[config.mk]
export PLATFORM = sky130hd
export DESIGN_NAME = uart_port_arbiter
export DESIGN_NICKNAME = d
export VERILOG_FILES = /design/src/rtl/uart_port_arbiter.sv
export SDC_FILE = /design/constraint.sdc
export NUM_CORES = 1
export LEC_CHECK = 0
export BUFFER_PORTS_ARGS = -buffer_cell sky130_fd_sc_hd__buf_2
export CAP_MARGIN = 20
export CORE_UTILIZATION = 43
export CTS_BUF_LIST = sky130_fd_sc_hd__clkbuf_8
export CTS_CLUSTER_DIAMETER = 80
export CTS_CLUSTER_SIZE = 16
export DETAILED_ROUTE_END_ITERATION = 7
export HOLD_SLACK_MARGIN = 0.15
export PLACE_DENSITY_LB_ADDON = 0.15
export SYNTH_ARGS = -nofsm -noshare
export SYNTH_HDL_FRONTEND = slang
export SYNTH_SLANG_ARGS = --single-unit
[constraint.sdc]
create_clock -name clk -period 2.1 [get_ports clk]
set_input_delay 0.63 -clock clk [delete_from_list [all_inputs] [get_ports clk]]
set_output_delay 0.63 -clock clk [all_outputs]
set_load 0.02 [all_outputs]
[src/rtl/uart_port_arbiter.sv]
// Two-port byte arbiter in front of a single AXI4-lite UART: polls STAT_REG, then
// performs one RX_FIFO read or TX_FIFO write per granted request and pulses completion.
module uart_port_arbiter #(
    parameter int POLL_LIMIT = 0
) (
    input  logic        clk,
    input  logic        rst,
    input  logic [1:0]  req_valid,
    input  logic [1:0]  req_write,
    input  logic [15:0] req_wdata,
    output logic [1:0]  req_ready,
    output logic [1:0]  rsp_done,
    output logic        rsp_err,
    output logic [7:0]  rsp_rdata,
    output logic [3:0]  uart_axi_araddr,
    output logic        uart_axi_arvalid,
    input  logic        uart_axi_arready,
    input  logic [31:0] uart_axi_rdata,
    input  logic [1:0]  uart_axi_rresp,
    input  logic        uart_axi_rvalid,
    output logic        uart_axi_rready,
    output logic [3:0]  uart_axi_awaddr,
    output logic        uart_axi_awvalid,
    input  logic        uart_axi_awready,
    output logic [31:0] uart_axi_wdata,
    output logic [3:0]  uart_axi_wstrb,
    output logic        uart_axi_wvalid,
    input  logic        uart_axi_wready,
    input  logic [1:0]  uart_axi_bresp,
    input  logic        uart_axi_bvalid,
    output logic        uart_axi_bready
);

    localparam int CW = (POLL_LIMIT == 0) ? 1 : $clog2(POLL_LIMIT + 1);

    localparam logic [3:0] ADDR_RX   = 4'h0;
    localparam logic [3:0] ADDR_TX   = 4'h4;
    localparam logic [3:0] ADDR_STAT = 4'h8;

    typedef enum logic [2:0] {
        IDLE, STAT_AR, STAT_R, DATA_AR, DATA_R, WR_AW_W, WR_B, DONE
    } state_t;

    state_t          state_q, state_d;
    logic            last_grant_q, last_grant_d;
    logic            grant_q, grant_d;
    logic            write_q, write_d;
    logic [7:0]      wbyte_q, wbyte_d;
    logic [CW-1:0]   poll_cnt_q, poll_cnt_d;
    logic            err_q, err_d;
    logic [7:0]      rdata_q, rdata_d;
    logic            arvalid_q, arvalid_d;
    logic [3:0]      araddr_q, araddr_d;
    logic            rready_q, rready_d;
    logic            awvalid_q, awvalid_d;
    logic [3:0]      awaddr_q, awaddr_d;
    logic            wvalid_q, wvalid_d;
    logic [3:0]      wstrb_q, wstrb_d;
    logic            bready_q, bready_d;

    logic            grant_sel;
    logic [1:0]      req_ready_c;
    logic [CW-1:0]   poll_cnt_sat;
    logic            aw_done, w_done;

    // Only status bits 0 (RX data available) and 3 (TX full) and the RX byte matter.
    logic unused_rdata_bits;
    assign unused_rdata_bits = &{1'b0, uart_axi_rdata[31:8]};

    assign grant_sel    = (&req_valid) ? ~last_grant_q : req_valid[1];
    assign poll_cnt_sat = (poll_cnt_q == {CW{1'b1}}) ? poll_cnt_q : poll_cnt_q + CW'(1);
    assign aw_done      = !awvalid_q || uart_axi_awready;
    assign w_done       = !wvalid_q  || uart_axi_wready;

    // NOTE: every signal written here gets its default first, so no path can infer a latch.
    always_comb begin
        state_d      = state_q;
        last_grant_d = last_grant_q;
        grant_d      = grant_q;
        write_d      = write_q;
        wbyte_d      = wbyte_q;
        poll_cnt_d   = poll_cnt_q;
        err_d        = err_q;
        rdata_d      = rdata_q;
        arvalid_d    = arvalid_q;
        araddr_d     = araddr_q;
        rready_d     = rready_q;
        awvalid_d    = awvalid_q;
        awaddr_d     = awaddr_q;
        wvalid_d     = wvalid_q;
        wstrb_d      = wstrb_q;
        bready_d     = bready_q;
        req_ready_c  = 2'b00;

        case (state_q)
            IDLE: begin
                if (|req_valid) begin
                    req_ready_c  = grant_sel ? 2'b10 : 2'b01;
                    grant_d      = grant_sel;
                    last_grant_d = grant_sel;
                    write_d      = req_write[grant_sel];
                    wbyte_d      = grant_sel ? req_wdata[15:8] : req_wdata[7:0];
                    poll_cnt_d   = '0;
                    err_d        = 1'b0;
                    araddr_d     = ADDR_STAT;
                    arvalid_d    = 1'b1;
                    state_d      = STAT_AR;
                end
            end
            STAT_AR, DATA_AR: begin
                if (uart_axi_arready) begin
                    arvalid_d = 1'b0;
                    rready_d  = 1'b1;
                    state_d   = (state_q == STAT_AR) ? STAT_R : DATA_R;
                end
            end
            STAT_R: begin
                if (uart_axi_rvalid) begin
                    rready_d = 1'b0;
                    if (uart_axi_rresp != 2'b00) begin
                        err_d   = 1'b1;
                        rdata_d = 8'h00;
                        state_d = DONE;
                    end else if (!write_q && uart_axi_rdata[0]) begin
                        araddr_d  = ADDR_RX;
                        arvalid_d = 1'b1;
                        state_d   = DATA_AR;
                    end else if (write_q && !uart_axi_rdata[3]) begin
                        awaddr_d  = ADDR_TX;
                        wstrb_d   = 4'b0001;
                        awvalid_d = 1'b1;
                        wvalid_d  = 1'b1;
                        state_d   = WR_AW_W;
                    end else begin
                        poll_cnt_d = poll_cnt_sat;
                        if (POLL_LIMIT != 0 && poll_cnt_sat == CW'(POLL_LIMIT)) begin
                            err_d   = 1'b1;
                            rdata_d = 8'h00;
                            state_d = DONE;
                        end else begin
                            araddr_d  = ADDR_STAT;
                            arvalid_d = 1'b1;
                            state_d   = STAT_AR;
                        end
                    end
                end
            end
            DATA_R: begin
                if (uart_axi_rvalid) begin
                    rready_d = 1'b0;
                    rdata_d  = uart_axi_rdata[7:0];
                    err_d    = (uart_axi_rresp != 2'b00);
                    state_d  = DONE;
                end
            end
            WR_AW_W: begin
                // AW and W complete independently; move on once both have been taken.
                if (awvalid_q && uart_axi_awready) awvalid_d = 1'b0;
                if (wvalid_q && uart_axi_wready)   wvalid_d  = 1'b0;
                if (aw_done && w_done) begin
                    bready_d = 1'b1;
                    state_d  = WR_B;
                end
            end
            WR_B: begin
                if (uart_axi_bvalid) begin
                    bready_d = 1'b0;
                    err_d    = (uart_axi_bresp != 2'b00);
                    rdata_d  = 8'h00;
                    state_d  = DONE;
                end
            end
            DONE:    state_d = IDLE;
            default: state_d = IDLE;
        endcase
    end

    // NOTE: sequential state uses non-blocking assignments so all registers update together.
    always_ff @(posedge clk) begin
        if (rst) begin
            state_q      <= IDLE;
            last_grant_q <= 1'b1;
            grant_q      <= 1'b0;
            write_q      <= 1'b0;
            wbyte_q      <= 8'h00;
            poll_cnt_q   <= '0;
            err_q        <= 1'b0;
            rdata_q      <= 8'h00;
            arvalid_q    <= 1'b0;
            araddr_q     <= ADDR_STAT;
            rready_q     <= 1'b0;
            awvalid_q    <= 1'b0;
            awaddr_q     <= ADDR_STAT;
            wvalid_q     <= 1'b0;
            wstrb_q      <= 4'b0000;
            bready_q     <= 1'b0;
        end else begin
            state_q      <= state_d;
            last_grant_q <= last_grant_d;
            grant_q      <= grant_d;
            write_q      <= write_d;
            wbyte_q      <= wbyte_d;
            poll_cnt_q   <= poll_cnt_d;
            err_q        <= err_d;
            rdata_q      <= rdata_d;
            arvalid_q    <= arvalid_d;
            araddr_q     <= araddr_d;
            rready_q     <= rready_d;
            awvalid_q    <= awvalid_d;
            awaddr_q     <= awaddr_d;
            wvalid_q     <= wvalid_d;
            wstrb_q      <= wstrb_d;
            bready_q     <= bready_d;
        end
    end

    // The accept pulse is masked during reset, otherwise a grant could be signalled and then lost.
    assign req_ready        = rst ? 2'b00 : req_ready_c;
    assign rsp_done         = (state_q == DONE) ? (grant_q ? 2'b10 : 2'b01) : 2'b00;
    assign rsp_err          = (state_q == DONE) && err_q;
    assign rsp_rdata        = rdata_q;
    assign uart_axi_araddr  = araddr_q;
    assign uart_axi_arvalid = arvalid_q;
    assign uart_axi_rready  = rready_q;
    assign uart_axi_awaddr  = awaddr_q;
    assign uart_axi_awvalid = awvalid_q;
    assign uart_axi_wdata   = {24'h000000, wbyte_q};
    assign uart_axi_wstrb   = wstrb_q;
    assign uart_axi_wvalid  = wvalid_q;
    assign uart_axi_bready  = bready_q;

endmodule

# Word-level counts from Yosys, hierarchy flattened
# Index checks and enable logic that the tools add are counted.
[totals]
output_inout_bits = 62
wordCells = 136
reg_bits = 35
inputBits = 63
[op_classes]
n_eq_ne = 21
bitwise = 3
n_lt_le_gt_ge = 1
reduce_logical = 37
mux = 59
[ops]
columns = ["op", "n"]
rows = [
  ["8-bit two-way mux", 5],
  ["3-bit two-way mux", 10],
  ["6-bit AND reduction", 5],
  ["1-bit two-way mux", 24],
  ["2-bit inequality test, second input constant", 12],
  ["8-bit case mux with 3 select lines", 1],
  ["3-bit case mux with 7 select lines", 1],
  ["4-bit two-way mux", 5],
  ["5-bit AND reduction", 3],
  ["3-bit equality test, second input constant", 4],
  ["2-bit two-way mux", 6],
  ["2-bit nonzero test", 6],
  ["1-bit case mux with 2 select lines", 4],
  ["4-bit case mux with 2 select lines", 1],
  ["3-bit by 2-bit equality test with 1-bit output, second input constant", 2],
  ["1-bit logical AND", 6],
  ["3-bit AND reduction", 2],
  ["3-bit nonzero test", 2],
  ["2-bit OR reduction", 3],
  ["1-bit zero test", 4],
  ["1-bit case mux with 4 select lines", 1],
  ["2-bit AND reduction", 2],
  ["4-bit nonzero test", 1],
  ["3-bit by 1-bit equality test with 1-bit output, second input constant", 1],
  ["other kinds (7)", 10],
]

# Depth between registers and ports, before layout
[logic_depth]
word_depth = 7
depth_mapped = 6
mapped_depth_nobuf = 4

# Least setup slack after synthesis
# OpenSTA, ideal clock, no wires.
[synth_timing]
path_type = "in2out"
from = "in rst"
to = "out req_ready[0]"
t_required_ns = 1.470
path_buffers = 2
arrival_ns = 1.376
path_slack_ns = 0.094
path_stages = 4
cell_sequence = "buf_2 nor4_2 buf_2 and2_1"
[synth_between]
elab_chain_cells = 1
[synth_lines]
columns = ["element", "line_no", "source"]
rows = [
  ["start, declared", "7", "input logic rst,"],
  ["2-bit two-way mux", "218", "assign req_ready = rst ? 2'b00 : req_ready_c;"],
  ["end, declared", "11", "output logic [1:0] req_ready,"],
]
# Every way passes these cells.

# Final worst setup path
# Ends and elaborated chain as after synthesis.

==> out/metrics.cfg <==
[global_routing]
use_met3 = 0.04899
grt_pass1_vias = 1421
grt_start_max_net_pins = 26
track_usage = 0.1840
met2_usage = 0.2988
grt_pass1_wl_mm = 6.313
top_usage_layer = met2
grt_overflow = 0
antenna_found_initial = 0
met1_usage = 0.2311

[clocking]
cts_sinks = 31
cts-htree-levels = 2
cts_buffers = 5
clk_pin_slew_ns = 0.06
cts_setup_buffers = 0
cts_tree = built
cts.repair.resized = 0
cts_buffer_depth = 2
clk_latency_ns = 0.28
clockRootBuffer = clkbuf_8
postCtsHoldBufs = 0

[critical_path]
cp_common_cell = buf_2
cp.arrival_ns = 1.36
critPathTopFamily = buffers and inverters
critPathMaxFanout = 2
endpoint_kind = primary output
path_cells = buf_2 -> nor4_2 -> buf_4 -> and2_1 -> buf_2
cp-start-kind = input pin
critPathSlowestCell = nor4_2
slowest_delay_ns = 0.19
crit_buf_inv = 3
critical_path_class = in -> out
required_ns = 1.47

[route]
dr.pass1.iters = 4
viasPerCell = 4.772
ant_nets = 0
vias = 1589
drtIter0Drc = 59
wl_per_cell_um = 11.26
postRouteWirelength_mm = 3.750
drc = 0

[timing]
setup_tns_ns = 0
finalCritPeriodShare = 0.9490
setup_viol = 0
drv_slew = 0
min_period_ns = 1.993
max_freq_mhz = 501.8
grt_setup_unrepaired = false
skew_ns = 0.003527
hold_violations = 0
setup_slack_ns = 0.1070

[finish]
nFillCells = 393
area_delta_synth_final_pct = 18.16
drive_above_1_share = 0.3428
antennaDiodeCount = 0
final_nets = 345

[yosys]
synth_edf_count = 0
ys_seq_area_frac = 0.3386
synth_area_sq_um = 1833
postSynth.asyncResetShare = 0
synth.avg_cell_area_sq_um = 8.646
synth_cell_type_count = 49
yosys_register_bits = 31
synth_top_cell_area_share = 0.3386
post-synth-top-count-cell = buf_4
synth_warnings = 0
synthCells = 212
ys_top_cells_by_count = buf_4 (34), dfxtp_1 (31), nand2_1 (31), mux2i_1 (10), nand2b_1 (10)
synth_area_leaders = dfxtp_1 (34%), buf_4 (14%), nand2_1 (6.3%), mux2i_1 (5.5%), a32oi_1 (4.3%)
yosys.area.top_type = dfxtp_1
synthFlopType = dfxtp_1

[place]
gp_congestion = 0.7685
place_ws_ns = 0.09881
dp_hpwl_mm = 2.856
port_buffers = 68

[floorplanning]
die_h_um = 67.29
rows = 23
start_util = 0.4517
die_area_sq_um = 4528
coreArea_sq_um = 4058
die_x_um = 67.29
io_pins = 125

[power_and_ir_drop]
internal-power_w = 0.001056
p_comb_frac = 0.316
pwr-share-seq = 0.416
clkPwrFrac = 0.268
ir_drop_mv = 0.4540
power.density_nw_per_um2 = 752.8
p_switching_w = 0.0005742
swShare = 0.3522
p_leak_nw = 1.039

[hold_path]
hp-class = reg -> reg

[outcome]
outcome = complete, no violations

[flow_run]
maxCapViolations = 0

-- worst reg2reg max path: cells and delay by family, from the launching register on --
kind	cells	cell delay [ns]
buffers and inverters	2	0.35
flip-flops	1	0.34
AO/OA/AOI/OAI	2	0.46
AND/OR/NAND/NOR	1	0.38
-- cell type report --
type                       instances  area [sq um]  area share
clock buffer                       5         68.82     0.03177
sequential                        31         620.6      0.2865
timing repair buffer              76         400.4      0.1849
multi-input combinational        157         957.2      0.4419
inverter                          11         43.79     0.02022
clock inverter                     3         12.51    0.005777
tap                               50         62.56     0.02889
-- metal layers --
layer	share of wire	wire, um
met1	0.47	1769
met2	0.45	1697
met3	0.063	238
met4	0.012	45
met5	0	0
-- cell families (layout without fill, tap and decap cells) --
kind of cell | Yosys count | after routing | share of synthesized area
DFF | 31 | 31 | 0.3386
and+or+nand+nor | 70 | 70 | 0.2116
AOI/OAI and AO/OA | 43 | 43 | 0.1775
xor gates and xnor gates | 1 | 1 | 0.004779
other | 1 | 32 | 0.002046
buffers and inverters | 55 | 95 | 0.2027
muxes | 11 | 11 | 0.06280
-- final timing paths --
kind,slack (ns),cells past startpoint,start,end
max,0.11,5,rst,req_ready[0]
min,0.43,2,wbyte_q[6]$_SDFFE_PP0P_,wbyte_q[6]$_SDFFE_PP0P_
max reg2reg,0.46,5,state_q[2]$_SDFFE_PP0P_,state_q[0]$_SDFFE_PP0P_
min reg2reg,0.43,2,wbyte_q[6]$_SDFFE_PP0P_,wbyte_q[6]$_SDFFE_PP0P_
-- cell usage in the layout (no fill, tap or decap), types with 2 or more instances in the layout --
cell / n
nand3_1: 2
a32oi_1: 9
dfxtp_1: 31
conb_1: 32
clkbuf_8: 5
buf_4: 8
nor3_1: 4
o21ai_0: 4
or3_1: 2
a31oi_1: 3
nor2b_1: 2
nand2_1: 31
nor2_1: 6
a221oi_1: 4
mux2i_1: 10
inv_2: 2
a21o_1: 2
or2_1: 2
nand4_2: 2
nand2b_1: 10
a21oi_1: 9
buf_2: 68
inv_1: 10
-- sequential cells by signal, indices dropped and copies added, names as in the netlist --
name and flops:
err_q 1, grant_q 1, last_grant_q 1, rsp_rdata 8
state_q 3, uart_axi_araddr 1, uart_axi_arvalid 1, uart_axi_awaddr 2
uart_axi_awvalid 1, uart_axi_bready 1, uart_axi_rready 1, uart_axi_wvalid 1
wbyte_q 8, write_q 1
-- power by group through the flow --
| stage | Combinational, W | Clock, W | Sequential [W] |
|---|---|---|---|
| finish | 0.000515 | 0.000438 | 0.000678 |
| floorplan | 0.000396 | 0 | 0.000730 |
| global placement | 0.000512 | 0 | 0.000690 |
| detailed placement | 0.000515 | 0 | 0.000691 |
| global route | 0.000576 | 0.000478 | 0.000685 |
| CTS | 0.000517 | 0.000451 | 0.000678 |
-- stage by stage --
step | util | cells | cell area, sq um | power [W] | hold slack [ns]
after floorplan | - | 243 | 1949 | 0.001126 | 0.4212
after global placement | 0.5137 | 325 | 2085 | 0.001202 | 0.4199
after detailed placement | 0.5137 | 325 | 2085 | 0.001206 | 0.4257
after CTS | 0.5338 | 333 | 2166 | 0.001646 | 0.4360
after global routing | 0.5338 | 333 | 2166 | 0.001740 | 0.4494
final | 0.5338 | 333 | 2166 | 0.001630 | 0.4331
Power figures use the tool's default switching activity.
